==> src/rtl/writeback_stage_pkg.sv <==
// writeback_stage_pkg: shared defines and package for the writeback stage.
//
// Defines (each overridable on the command line):
//   `DWIDTH      data width (32)
//   `AWIDTH      register address width (5)
//   `WB_DEPTH    default in-order buffer depth (4)
//   `WB_ENTRY_W  width of one buffered entry, laid out as {addr[AWIDTH], data[DWIDTH]}
//
// Optional feature macro: WB_BYPASS_EN (used by wb_fifo) lets an incoming entry
// go straight to the output register when the buffer is empty.

`ifndef DWIDTH
`define DWIDTH 32
`endif

`ifndef AWIDTH
`define AWIDTH 5
`endif

`ifndef WB_DEPTH
`define WB_DEPTH 4
`endif

`ifndef WB_ENTRY_W
`define WB_ENTRY_W (`AWIDTH + `DWIDTH)
`endif

package writeback_stage_pkg;

    localparam int unsigned WbDepthDefault = `WB_DEPTH;
    localparam int unsigned DWidthDefault  = `DWIDTH;
    localparam int unsigned AWidthDefault  = `AWIDTH;
    localparam int unsigned EntryWDefault  = `WB_ENTRY_W;

    // Where the entry popped this cycle comes from.
    typedef enum logic [1:0] {
        PopNone,
        PopHead,
        PopLane
    } pop_src_e;

    // A lane retires into the buffer only if it writes a real register ($0 is dropped).
    function automatic logic lane_qualifies(input logic valid, input logic reg_write,
                                            input logic rd_nonzero);
        return valid & reg_write & rd_nonzero;
    endfunction

endpackage

==> src/rtl/writeback_stage_if.sv <==
// writeback_stage_if: bundle of the two execution-lane retire ports and the
// register-file write port of the writeback stage.
//
// Signals:
//   wb_i_ce                      stage enable (low = stall)
//   wb_i_valid0/1                lane result valid, lane 0 older
//   wb_i_reg_write0/1            lane writes a register
//   wb_i_memtoreg0/1             select load data over ALU result
//   wb_i_addr_rd0/1              destination register
//   wb_i_alu_result0/1           ALU result
//   wb_i_mem_data0/1             load data
//   wb_o_ready                   both lanes may be presented this cycle
//   wb_o_reg_write/addr_rd/data_rd  register-file write port
//   wb_o_pending                 buffer non-empty
//   wb_o_count                   buffered entries
//
// Modports: master = lane producer / register-file side, slave = writeback_stage.

interface writeback_stage_if
    import writeback_stage_pkg::*;
#(
    parameter int unsigned WB_DEPTH = WbDepthDefault,
    parameter int unsigned DWIDTH   = DWidthDefault,
    parameter int unsigned AWIDTH   = AWidthDefault,
    localparam int unsigned CntW    = $clog2(WB_DEPTH + 1)
);

    logic              wb_i_ce;
    logic              wb_i_valid0;
    logic              wb_i_valid1;
    logic              wb_i_reg_write0;
    logic              wb_i_reg_write1;
    logic              wb_i_memtoreg0;
    logic              wb_i_memtoreg1;
    logic [AWIDTH-1:0] wb_i_addr_rd0;
    logic [AWIDTH-1:0] wb_i_addr_rd1;
    logic [DWIDTH-1:0] wb_i_alu_result0;
    logic [DWIDTH-1:0] wb_i_alu_result1;
    logic [DWIDTH-1:0] wb_i_mem_data0;
    logic [DWIDTH-1:0] wb_i_mem_data1;

    logic              wb_o_ready;
    logic              wb_o_reg_write;
    logic [AWIDTH-1:0] wb_o_addr_rd;
    logic [DWIDTH-1:0] wb_o_data_rd;
    logic              wb_o_pending;
    logic [CntW-1:0]   wb_o_count;

    modport master (
        output wb_i_ce,
        output wb_i_valid0, wb_i_valid1,
        output wb_i_reg_write0, wb_i_reg_write1,
        output wb_i_memtoreg0, wb_i_memtoreg1,
        output wb_i_addr_rd0, wb_i_addr_rd1,
        output wb_i_alu_result0, wb_i_alu_result1,
        output wb_i_mem_data0, wb_i_mem_data1,
        input  wb_o_ready,
        input  wb_o_reg_write, wb_o_addr_rd, wb_o_data_rd,
        input  wb_o_pending, wb_o_count
    );

    modport slave (
        input  wb_i_ce,
        input  wb_i_valid0, wb_i_valid1,
        input  wb_i_reg_write0, wb_i_reg_write1,
        input  wb_i_memtoreg0, wb_i_memtoreg1,
        input  wb_i_addr_rd0, wb_i_addr_rd1,
        input  wb_i_alu_result0, wb_i_alu_result1,
        input  wb_i_mem_data0, wb_i_mem_data1,
        output wb_o_ready,
        output wb_o_reg_write, wb_o_addr_rd, wb_o_data_rd,
        output wb_o_pending, wb_o_count
    );

endinterface

==> src/rtl/writeback_stage_fifo.sv <==
// wb_fifo: dual-push, single-pop circular buffer with occupancy count.
//
// Ports:
//   clk, rst                synchronous active-high reset
//   push_cnt                number of entries pushed this cycle (0..2)
//   push_entry0/1           entries in program order; entry1 valid only when push_cnt == 2
//   pop_req                 pop one entry this cycle if one is available
//   pop_valid, pop_entry    popped entry
//   count                   registered occupancy
//   count_next              occupancy after this cycle's push/pop
//
// With WB_BYPASS_EN defined, an empty buffer hands push_entry0 straight to the
// pop port and stores only the remainder; otherwise pops come from storage only.
// The caller guarantees room (push only while count <= DEPTH-2).

module wb_fifo
    import writeback_stage_pkg::*;
#(
    parameter int unsigned DEPTH   = WbDepthDefault,
    parameter int unsigned ENTRY_W = EntryWDefault,
    localparam int unsigned PtrW   = $clog2(DEPTH),
    localparam int unsigned CntW   = $clog2(DEPTH + 1)
) (
    input  logic               clk,
    input  logic               rst,
    input  logic [1:0]         push_cnt,
    input  logic [ENTRY_W-1:0] push_entry0,
    input  logic [ENTRY_W-1:0] push_entry1,
    input  logic               pop_req,
    output logic               pop_valid,
    output logic [ENTRY_W-1:0] pop_entry,
    output logic [CntW-1:0]    count,
    output logic [CntW-1:0]    count_next
);

    logic [ENTRY_W-1:0] mem_q [DEPTH];
    logic [PtrW-1:0]    rd_ptr_q, rd_ptr_d;
    logic [PtrW-1:0]    wr_ptr_q, wr_ptr_d;
    logic [CntW-1:0]    count_q, count_d;

    pop_src_e           pop_src;
    logic [1:0]         n_store;
    logic [ENTRY_W-1:0] store0, store1;
    logic               pop_head;

    always_comb begin
        pop_src   = PopNone;
        pop_entry = mem_q[rd_ptr_q];
        store0    = push_entry0;
        store1    = push_entry1;
        n_store   = push_cnt;

        if (pop_req && (count_q != '0)) begin
            pop_src = PopHead;
`ifdef WB_BYPASS_EN
        end else if (pop_req && (push_cnt != 2'd0)) begin
            // Empty buffer: the older incoming entry bypasses storage.
            pop_src   = PopLane;
            pop_entry = push_entry0;
            store0    = push_entry1;
            n_store   = push_cnt - 2'd1;
`endif
        end

        pop_valid = (pop_src != PopNone);
        pop_head  = (pop_src == PopHead);

        rd_ptr_d = pop_head ? rd_ptr_q + PtrW'(1) : rd_ptr_q;
        // Pointer arithmetic wraps modulo DEPTH (power of two).
        wr_ptr_d = wr_ptr_q + PtrW'(n_store);
        count_d  = count_q + CntW'(n_store) - (pop_head ? CntW'(1) : CntW'(0));
    end

    always_ff @(posedge clk) begin
        if (n_store != 2'd0) begin
            mem_q[wr_ptr_q] <= store0;
        end
        if (n_store == 2'd2) begin
            mem_q[wr_ptr_q + PtrW'(1)] <= store1;
        end
    end

    always_ff @(posedge clk) begin
        if (rst) begin
            rd_ptr_q <= '0;
            wr_ptr_q <= '0;
            count_q  <= '0;
        end else begin
            rd_ptr_q <= rd_ptr_d;
            wr_ptr_q <= wr_ptr_d;
            count_q  <= count_d;
        end
    end

    assign count      = count_q;
    assign count_next = count_d;

endmodule

==> src/rtl/writeback_stage.sv <==
// writeback_stage: collects results from two execution lanes, selects ALU or
// load data per lane, and serialises them in program order onto the register
// file's single write port (decoder stage ds_i_reg_write/ds_i_addr_rd/ds_i_data_rd).
//
// Ports:
//   wb_i_clk   clock
//   wb_i_rst   synchronous active-high reset
//   wb         writeback_stage_if.slave (lane inputs, write port, ready/pending/count)
//
// Optional feature macro: WB_BYPASS_EN (see wb_fifo) gives 1-cycle latency from
// acceptance to write; without it latency is 2. The ready threshold is the same.

module writeback_stage
    import writeback_stage_pkg::*;
#(
    parameter int unsigned WB_DEPTH = WbDepthDefault,
    parameter int unsigned DWIDTH   = DWidthDefault,
    parameter int unsigned AWIDTH   = AWidthDefault
) (
    input logic              wb_i_clk,
    input logic              wb_i_rst,
    writeback_stage_if.slave wb
);

    localparam int unsigned EntryW = AWIDTH + DWIDTH;
    localparam int unsigned CntW   = $clog2(WB_DEPTH + 1);

    logic              qual0, qual1;
    logic              ready, accept;
    logic [EntryW-1:0] entry0, entry1;
    logic [EntryW-1:0] first_entry, second_entry;
    logic [1:0]        push_cnt;

    logic              pop_valid;
    logic [EntryW-1:0] pop_entry;
    logic [CntW-1:0]   count;
    logic [CntW-1:0]   count_next;

    logic              reg_write_q;
    logic [AWIDTH-1:0] addr_q;
    logic [DWIDTH-1:0] data_q;
    logic              pending_q;

    assign qual0 = lane_qualifies(wb.wb_i_valid0, wb.wb_i_reg_write0, |wb.wb_i_addr_rd0);
    assign qual1 = lane_qualifies(wb.wb_i_valid1, wb.wb_i_reg_write1, |wb.wb_i_addr_rd1);

    // Data selection happens at acceptance; the buffer stores the final value.
    assign entry0 = {wb.wb_i_addr_rd0,
                     wb.wb_i_memtoreg0 ? wb.wb_i_mem_data0 : wb.wb_i_alu_result0};
    assign entry1 = {wb.wb_i_addr_rd1,
                     wb.wb_i_memtoreg1 ? wb.wb_i_mem_data1 : wb.wb_i_alu_result1};

    // Room for two entries is required so both lanes can always be taken.
    assign ready  = wb.wb_i_ce & (count <= CntW'(WB_DEPTH - 2));
    assign accept = wb.wb_i_ce & ready;

    // Compact qualified lanes so the older surviving entry is always pushed first.
    always_comb begin
        push_cnt     = 2'd0;
        first_entry  = entry0;
        second_entry = entry1;
        if (accept) begin
            case ({qual1, qual0})
                2'b01:   push_cnt = 2'd1;
                2'b10: begin
                    push_cnt    = 2'd1;
                    first_entry = entry1;
                end
                2'b11:   push_cnt = 2'd2;
                default: push_cnt = 2'd0;
            endcase
        end
    end

    wb_fifo #(
        .DEPTH   (WB_DEPTH),
        .ENTRY_W (EntryW)
    ) u_fifo (
        .clk         (wb_i_clk),
        .rst         (wb_i_rst),
        .push_cnt    (push_cnt),
        .push_entry0 (first_entry),
        .push_entry1 (second_entry),
        .pop_req     (wb.wb_i_ce),
        .pop_valid   (pop_valid),
        .pop_entry   (pop_entry),
        .count       (count),
        .count_next  (count_next)
    );

    // Output register: address/data hold when nothing is popped.
    always_ff @(posedge wb_i_clk) begin
        if (wb_i_rst) begin
            reg_write_q <= 1'b0;
            addr_q      <= '0;
            data_q      <= '0;
            pending_q   <= 1'b0;
        end else begin
            reg_write_q <= pop_valid;
            if (pop_valid) begin
                {addr_q, data_q} <= pop_entry;
            end
            pending_q <= (count_next != '0);
        end
    end

    assign wb.wb_o_ready     = ready;
    assign wb.wb_o_reg_write = reg_write_q;
    assign wb.wb_o_addr_rd   = addr_q;
    assign wb.wb_o_data_rd   = data_q;
    assign wb.wb_o_pending   = pending_q;
    assign wb.wb_o_count     = count;

endmodule

==> src/flat_wrapper.sv <==
// flat-port wrapper written by rule: the top's interface ports become plain ports
module writeback_stage_flat import writeback_stage_pkg::*;
#(
    parameter int unsigned WB_DEPTH = WbDepthDefault,
    parameter int unsigned DWIDTH   = DWidthDefault,
    parameter int unsigned AWIDTH   = AWidthDefault
)
  (wb_i_clk, wb_i_rst, wb_wb_i_ce, wb_wb_i_valid0, wb_wb_i_valid1, wb_wb_i_reg_write0, wb_wb_i_reg_write1, wb_wb_i_memtoreg0, wb_wb_i_memtoreg1, wb_wb_i_addr_rd0, wb_wb_i_addr_rd1, wb_wb_i_alu_result0, wb_wb_i_alu_result1, wb_wb_i_mem_data0, wb_wb_i_mem_data1, wb_wb_o_ready, wb_wb_o_reg_write, wb_wb_o_addr_rd, wb_wb_o_data_rd, wb_wb_o_pending, wb_wb_o_count);
  writeback_stage_if #(.WB_DEPTH(WB_DEPTH), .DWIDTH(DWIDTH), .AWIDTH(AWIDTH)) wb_i ();
  input logic wb_i_clk;
  input logic wb_i_rst;
  input wire logic [$bits(wb_i.wb_i_ce)-1:0] wb_wb_i_ce;
  input wire logic [$bits(wb_i.wb_i_valid0)-1:0] wb_wb_i_valid0;
  input wire logic [$bits(wb_i.wb_i_valid1)-1:0] wb_wb_i_valid1;
  input wire logic [$bits(wb_i.wb_i_reg_write0)-1:0] wb_wb_i_reg_write0;
  input wire logic [$bits(wb_i.wb_i_reg_write1)-1:0] wb_wb_i_reg_write1;
  input wire logic [$bits(wb_i.wb_i_memtoreg0)-1:0] wb_wb_i_memtoreg0;
  input wire logic [$bits(wb_i.wb_i_memtoreg1)-1:0] wb_wb_i_memtoreg1;
  input wire logic [$bits(wb_i.wb_i_addr_rd0)-1:0] wb_wb_i_addr_rd0;
  input wire logic [$bits(wb_i.wb_i_addr_rd1)-1:0] wb_wb_i_addr_rd1;
  input wire logic [$bits(wb_i.wb_i_alu_result0)-1:0] wb_wb_i_alu_result0;
  input wire logic [$bits(wb_i.wb_i_alu_result1)-1:0] wb_wb_i_alu_result1;
  input wire logic [$bits(wb_i.wb_i_mem_data0)-1:0] wb_wb_i_mem_data0;
  input wire logic [$bits(wb_i.wb_i_mem_data1)-1:0] wb_wb_i_mem_data1;
  output wire logic [$bits(wb_i.wb_o_ready)-1:0] wb_wb_o_ready;
  output wire logic [$bits(wb_i.wb_o_reg_write)-1:0] wb_wb_o_reg_write;
  output wire logic [$bits(wb_i.wb_o_addr_rd)-1:0] wb_wb_o_addr_rd;
  output wire logic [$bits(wb_i.wb_o_data_rd)-1:0] wb_wb_o_data_rd;
  output wire logic [$bits(wb_i.wb_o_pending)-1:0] wb_wb_o_pending;
  output wire logic [$bits(wb_i.wb_o_count)-1:0] wb_wb_o_count;
  assign wb_i.wb_i_ce = wb_wb_i_ce;
  assign wb_i.wb_i_valid0 = wb_wb_i_valid0;
  assign wb_i.wb_i_valid1 = wb_wb_i_valid1;
  assign wb_i.wb_i_reg_write0 = wb_wb_i_reg_write0;
  assign wb_i.wb_i_reg_write1 = wb_wb_i_reg_write1;
  assign wb_i.wb_i_memtoreg0 = wb_wb_i_memtoreg0;
  assign wb_i.wb_i_memtoreg1 = wb_wb_i_memtoreg1;
  assign wb_i.wb_i_addr_rd0 = wb_wb_i_addr_rd0;
  assign wb_i.wb_i_addr_rd1 = wb_wb_i_addr_rd1;
  assign wb_i.wb_i_alu_result0 = wb_wb_i_alu_result0;
  assign wb_i.wb_i_alu_result1 = wb_wb_i_alu_result1;
  assign wb_i.wb_i_mem_data0 = wb_wb_i_mem_data0;
  assign wb_i.wb_i_mem_data1 = wb_wb_i_mem_data1;
  assign wb_wb_o_ready = wb_i.wb_o_ready;
  assign wb_wb_o_reg_write = wb_i.wb_o_reg_write;
  assign wb_wb_o_addr_rd = wb_i.wb_o_addr_rd;
  assign wb_wb_o_data_rd = wb_i.wb_o_data_rd;
  assign wb_wb_o_pending = wb_i.wb_o_pending;
  assign wb_wb_o_count = wb_i.wb_o_count;
  writeback_stage #(.WB_DEPTH(WB_DEPTH), .DWIDTH(DWIDTH), .AWIDTH(AWIDTH)) u_core (.wb_i_clk(wb_i_clk), .wb_i_rst(wb_i_rst), .wb(wb_i));
endmodule
==> config.mk <==
export PLATFORM = sky130hd
export DESIGN_NAME = writeback_stage_flat
export DESIGN_NICKNAME = d
export VERILOG_FILES = /design/src/rtl/writeback_stage_pkg.sv /design/src/rtl/writeback_stage_if.sv /design/src/rtl/writeback_stage_fifo.sv /design/src/rtl/writeback_stage.sv /design/src/flat_wrapper.sv
export SDC_FILE = /design/constraint.sdc
export NUM_CORES = 1
export LEC_CHECK = 0
export ABC_AREA = 1
export BUFFER_PORTS_ARGS = -buffer_cell sky130_fd_sc_hd__buf_2
export CORE_ASPECT_RATIO = 2
export CORE_MARGIN = 3
export CORE_UTILIZATION = 46
export DETAILED_ROUTE_END_ITERATION = 8
export PLACE_DENSITY = 0.68
export REMOVE_ABC_BUFFERS = 1
export SLEW_MARGIN = 10
export SYNTH_ARGS = -nofsm -noshare
export SYNTH_HDL_FRONTEND = slang
export SYNTH_HIERARCHICAL = 1
export SYNTH_SLANG_ARGS = --single-unit
==> constraint.sdc <==
create_clock -name wb_i_clk -period 9.7 [get_ports wb_i_clk]
set_input_delay 2.425 -clock wb_i_clk [delete_from_list [all_inputs] [get_ports wb_i_clk]]
set_output_delay 2.425 -clock wb_i_clk [all_outputs]
set_load 0.02 [all_outputs]
==> out/qor.yml <==
status:
  outcome: "completed"
die:
  die_h_microns: 223.4
  die_x_microns: 114.7
  core_sq_mm: 0.02323
  start_util_pct: 46.81
  row_count: 79
  io_pins: 190
  dieArea_sq_mm: 0.02563
final_layout:
  final_area_sq_mm: 0.01226
  nFillCells: 2236
  drive_above_1_share_pct: 21.86
  fin_cells: 1742
  antenna_cells: 0
  multi_input_comb_area_sq_mm: 0.004548
  final-seq-area_sq_mm: 0.005408
  fin_util_pct: 52.80
  synthToLayoutAreaGrowth_pct: 12.80
  nets: 1601
synthesis:
  synthDistinctLibCells: 30
  synth-main-ff-cell: "edfxtp_1"
  yosys_register_bits: 196
  yosys_warnings: 6
  netlist_area_sq_mm: 0.01087
  synth_edf_count: 148
  postSynthAreaPerCell_sq_um: 8.231
  synthArstFlopShare_pct: 0
  synthCells: 1321
  ys_seq_area_share_pct: 49.71
power_and_ir_drop:
  p_switching_mw: 0.8962
  seq_power_share_pct: 42.0
  p_per_area_mw_per_mm2: 204.0
  vdd_drop_max_mv: 0.2326
  swShare_pct: 35.83
  clock_power_share_pct: 27.2
  leakagePower_nw: 5.434
  p_comb_share_pct: 30.8
  p_int_mw: 1.605
route:
  drtAntennaViolNets: 0
  drt-total-wl_mm: 28.37
  firstDrtPassIters: 5
  wire_per_inst_microns: 16.29
  vias_per_cell: 5.289
  vias: 9213
  first_iter_violations: 564
  drc: 0
timing:
  setup_viol: 0
  hold_slack_ns: 0.4599
  tightest_slew_ns: 1.218
  post-route-min-period_ns: 5.960
  rsz0062_at_grt: "no"
  fin_skew_ns: 0.01006
  hold_viol_final: 0
  period_share_pct: 61.44
  tns_ns: 0
  fmax_ghz: 0.1678
  slew_headroom_pct: 18.31
  finalMaxSlewViolations: 0
clock_network:
  worstSkewPairLatency_ns: 0.44
  ctsHoldBuffers: 0
  cts.clk_slew.worst_paths_ns: 0.07
  htree_levels: 4
  cts_resized: 0
  ctsRootBufferMaster: "clkbuf_16"
  clk_path_buf_depth: 2
  cts_buffers: 17
  cts.sinks: 196
  post-cts-setup-buffers: 0
  cts_tree: "done"
worst_setup_path:
  critPathKind: "in -> out"
  crit_path_end_kind: "output port"
  critPathArrivalTime_ns: 3.53
  crit_path_start_kind: "input pin"
  worst-path-max-fanout: 43
  cp.required_ns: 7.28
global_route:
  grt.busiest_layer: "met2"
  grt_max_degree: 76
  first_global_vias: 8855
  grtUsageMet3_pct: 3.366
  gr-usage-met1_pct: 23.48
  grtUsageTotal_pct: 22.04
  use_met2_pct: 42.24
  grt_pass1_wl_mm: 44.12
  overflow: 0
  antenna_found_initial: 0
worst_hold_path:
  min_path_type: "reg -> reg"
placed_design:
  dp_hpwl_mm: 18.29
  routabilityCongestion: 0.7797
  place_area_sq_mm: 0.01171
  io_buffers: 189
  dp_cells: 1710
job:
  cap_viol_max_count: 0
## synth_stat cells (2+ instances only)
master	instances	share of area (%)
nand2_1	439	15
o21ai_0	166	7.6
edfxtp_1	148	41
inv_1	97	3.3
nor2_1	89	3.1
o21ai_2	61	4.9
dfxtp_1	48	8.8
a21oi_1	40	1.8
o22ai_1	37	2.1
o21ai_1	35	1.6
nand3_1	33	1.5
buf_6	31	3.2
buf_2	29	1.3
clkbuf_1	23	0.79
nand3_2	8	0.74
ha_1	7	0.81
clkbuf_2	5	0.23
inv_2	5	0.17
buf_4	4	0.28
o31ai_1	4	0.28
nor2_2	2	0.12
nor2_8	2	0.37
## path summary, 6_finish.rpt
kind,endpoint,from,slack (ns),cells after the start
setup reg to reg,u_core/u_fifo/mem_q[3][5],u_core/u_fifo/count[2],5.82,11
hold / removal,u_core/wb.wb_o_data_rd[5],u_core/wb.wb_o_data_rd[5],0.46,2
setup / recovery,wb_wb_o_ready,wb_wb_i_ce,3.74,5
hold reg to reg,u_core/wb.wb_o_data_rd[5],u_core/wb.wb_o_data_rd[5],0.46,2
## stage by stage
stage / worst slack [ns] / power, mW
6_report: 3.740 / 2.501
4_1_cts: 3.733 / 2.518
2_1_floorplan: 2.978 / 1.565
3_3_place_gp: 3.721 / 1.825
5_1_grt: 3.680 / 2.636
3_5_place_dp: 3.679 / 1.842
## cell families (layout without fill, tap and decap cells)
logic type	after synthesis	count (layout)	share of synthesized area, %
buf+inv	194	332	9.367
fa+ha+maj	8	8	0.9896
compound gates	344	344	18.48
simple gates	579	579	21.45
flops	196	196	49.71
## final cells by class
| class | count | area share [%] |
|---|---|---|
| Sequential cell | 196 | 44.09 |
| Clock inverter | 14 | 1.051 |
| Inverter | 102 | 3.122 |
| Tap cell | 283 | 2.887 |
| Timing Repair Buffer | 198 | 8.264 |
| Multi-Input combinational cell | 931 | 37.08 |
| Clock buffer | 18 | 3.499 |
## cells in the final DEF, fill, tap and decap left out, types with 2 or more instances in the layout
cell and instances:
nor2_8 2, buf_4 9, inv_6 2, a21oi_1 40
nor2_2 2, nand3_1 33, clkinv_4 2, o22ai_1 37
o21ai_2 61, o21ai_1 35, ha_1 6, nand2_1 439
clkinvlp_4 5, nor2_1 89, dfxtp_2 2, clkbuf_16 17
edfxtp_1 148, nand3_4 4, o21ai_0 166, dfxtp_1 46
clkinv_2 3, o31ai_4 4, inv_1 95, inv_2 6
nand3_2 4, buf_2 189
## registers in the layout, indices dropped and copies added, names as in the netlist, named ones only
signal	cells
u_core/u_fifo/mem_q	148
u_core/u_fifo/rd_ptr_q	2
u_core/wb.wb_o_reg_write	1
u_core/u_fifo/count	3
u_core/wb.wb_o_pending	1
u_core/wb.wb_o_data_rd	32
u_core/wb.wb_o_addr_rd	5
u_core/u_fifo/wr_ptr_q	2
## metal layers
metal / vias to the layer above / part of all wire [%]
met1: 4260 / 37
met3: 45 / 4.7
li1: 4640 / -
met2: 268 / 55
met4: 0 / 2.9
met5: - / 0
## critical path, cell delays in order
cell,delay (ns)
buf_2,0.15
nand2_2,0.11
nor2_8,0.10
buf_4,0.45
buf_2,0.27
## power groups by stage
stage	logic, mW	clock network (mW)	registers (mW)
final	0.771	0.681	1.05
after global routing	0.858	0.718	1.06
after CTS	0.776	0.692	1.05
after detailed placement	0.773	0	1.07
after global placement	0.758	0	1.07
after floorplan	0.430	0	1.13
Note: power is estimated with default switching activity, not from simulation.
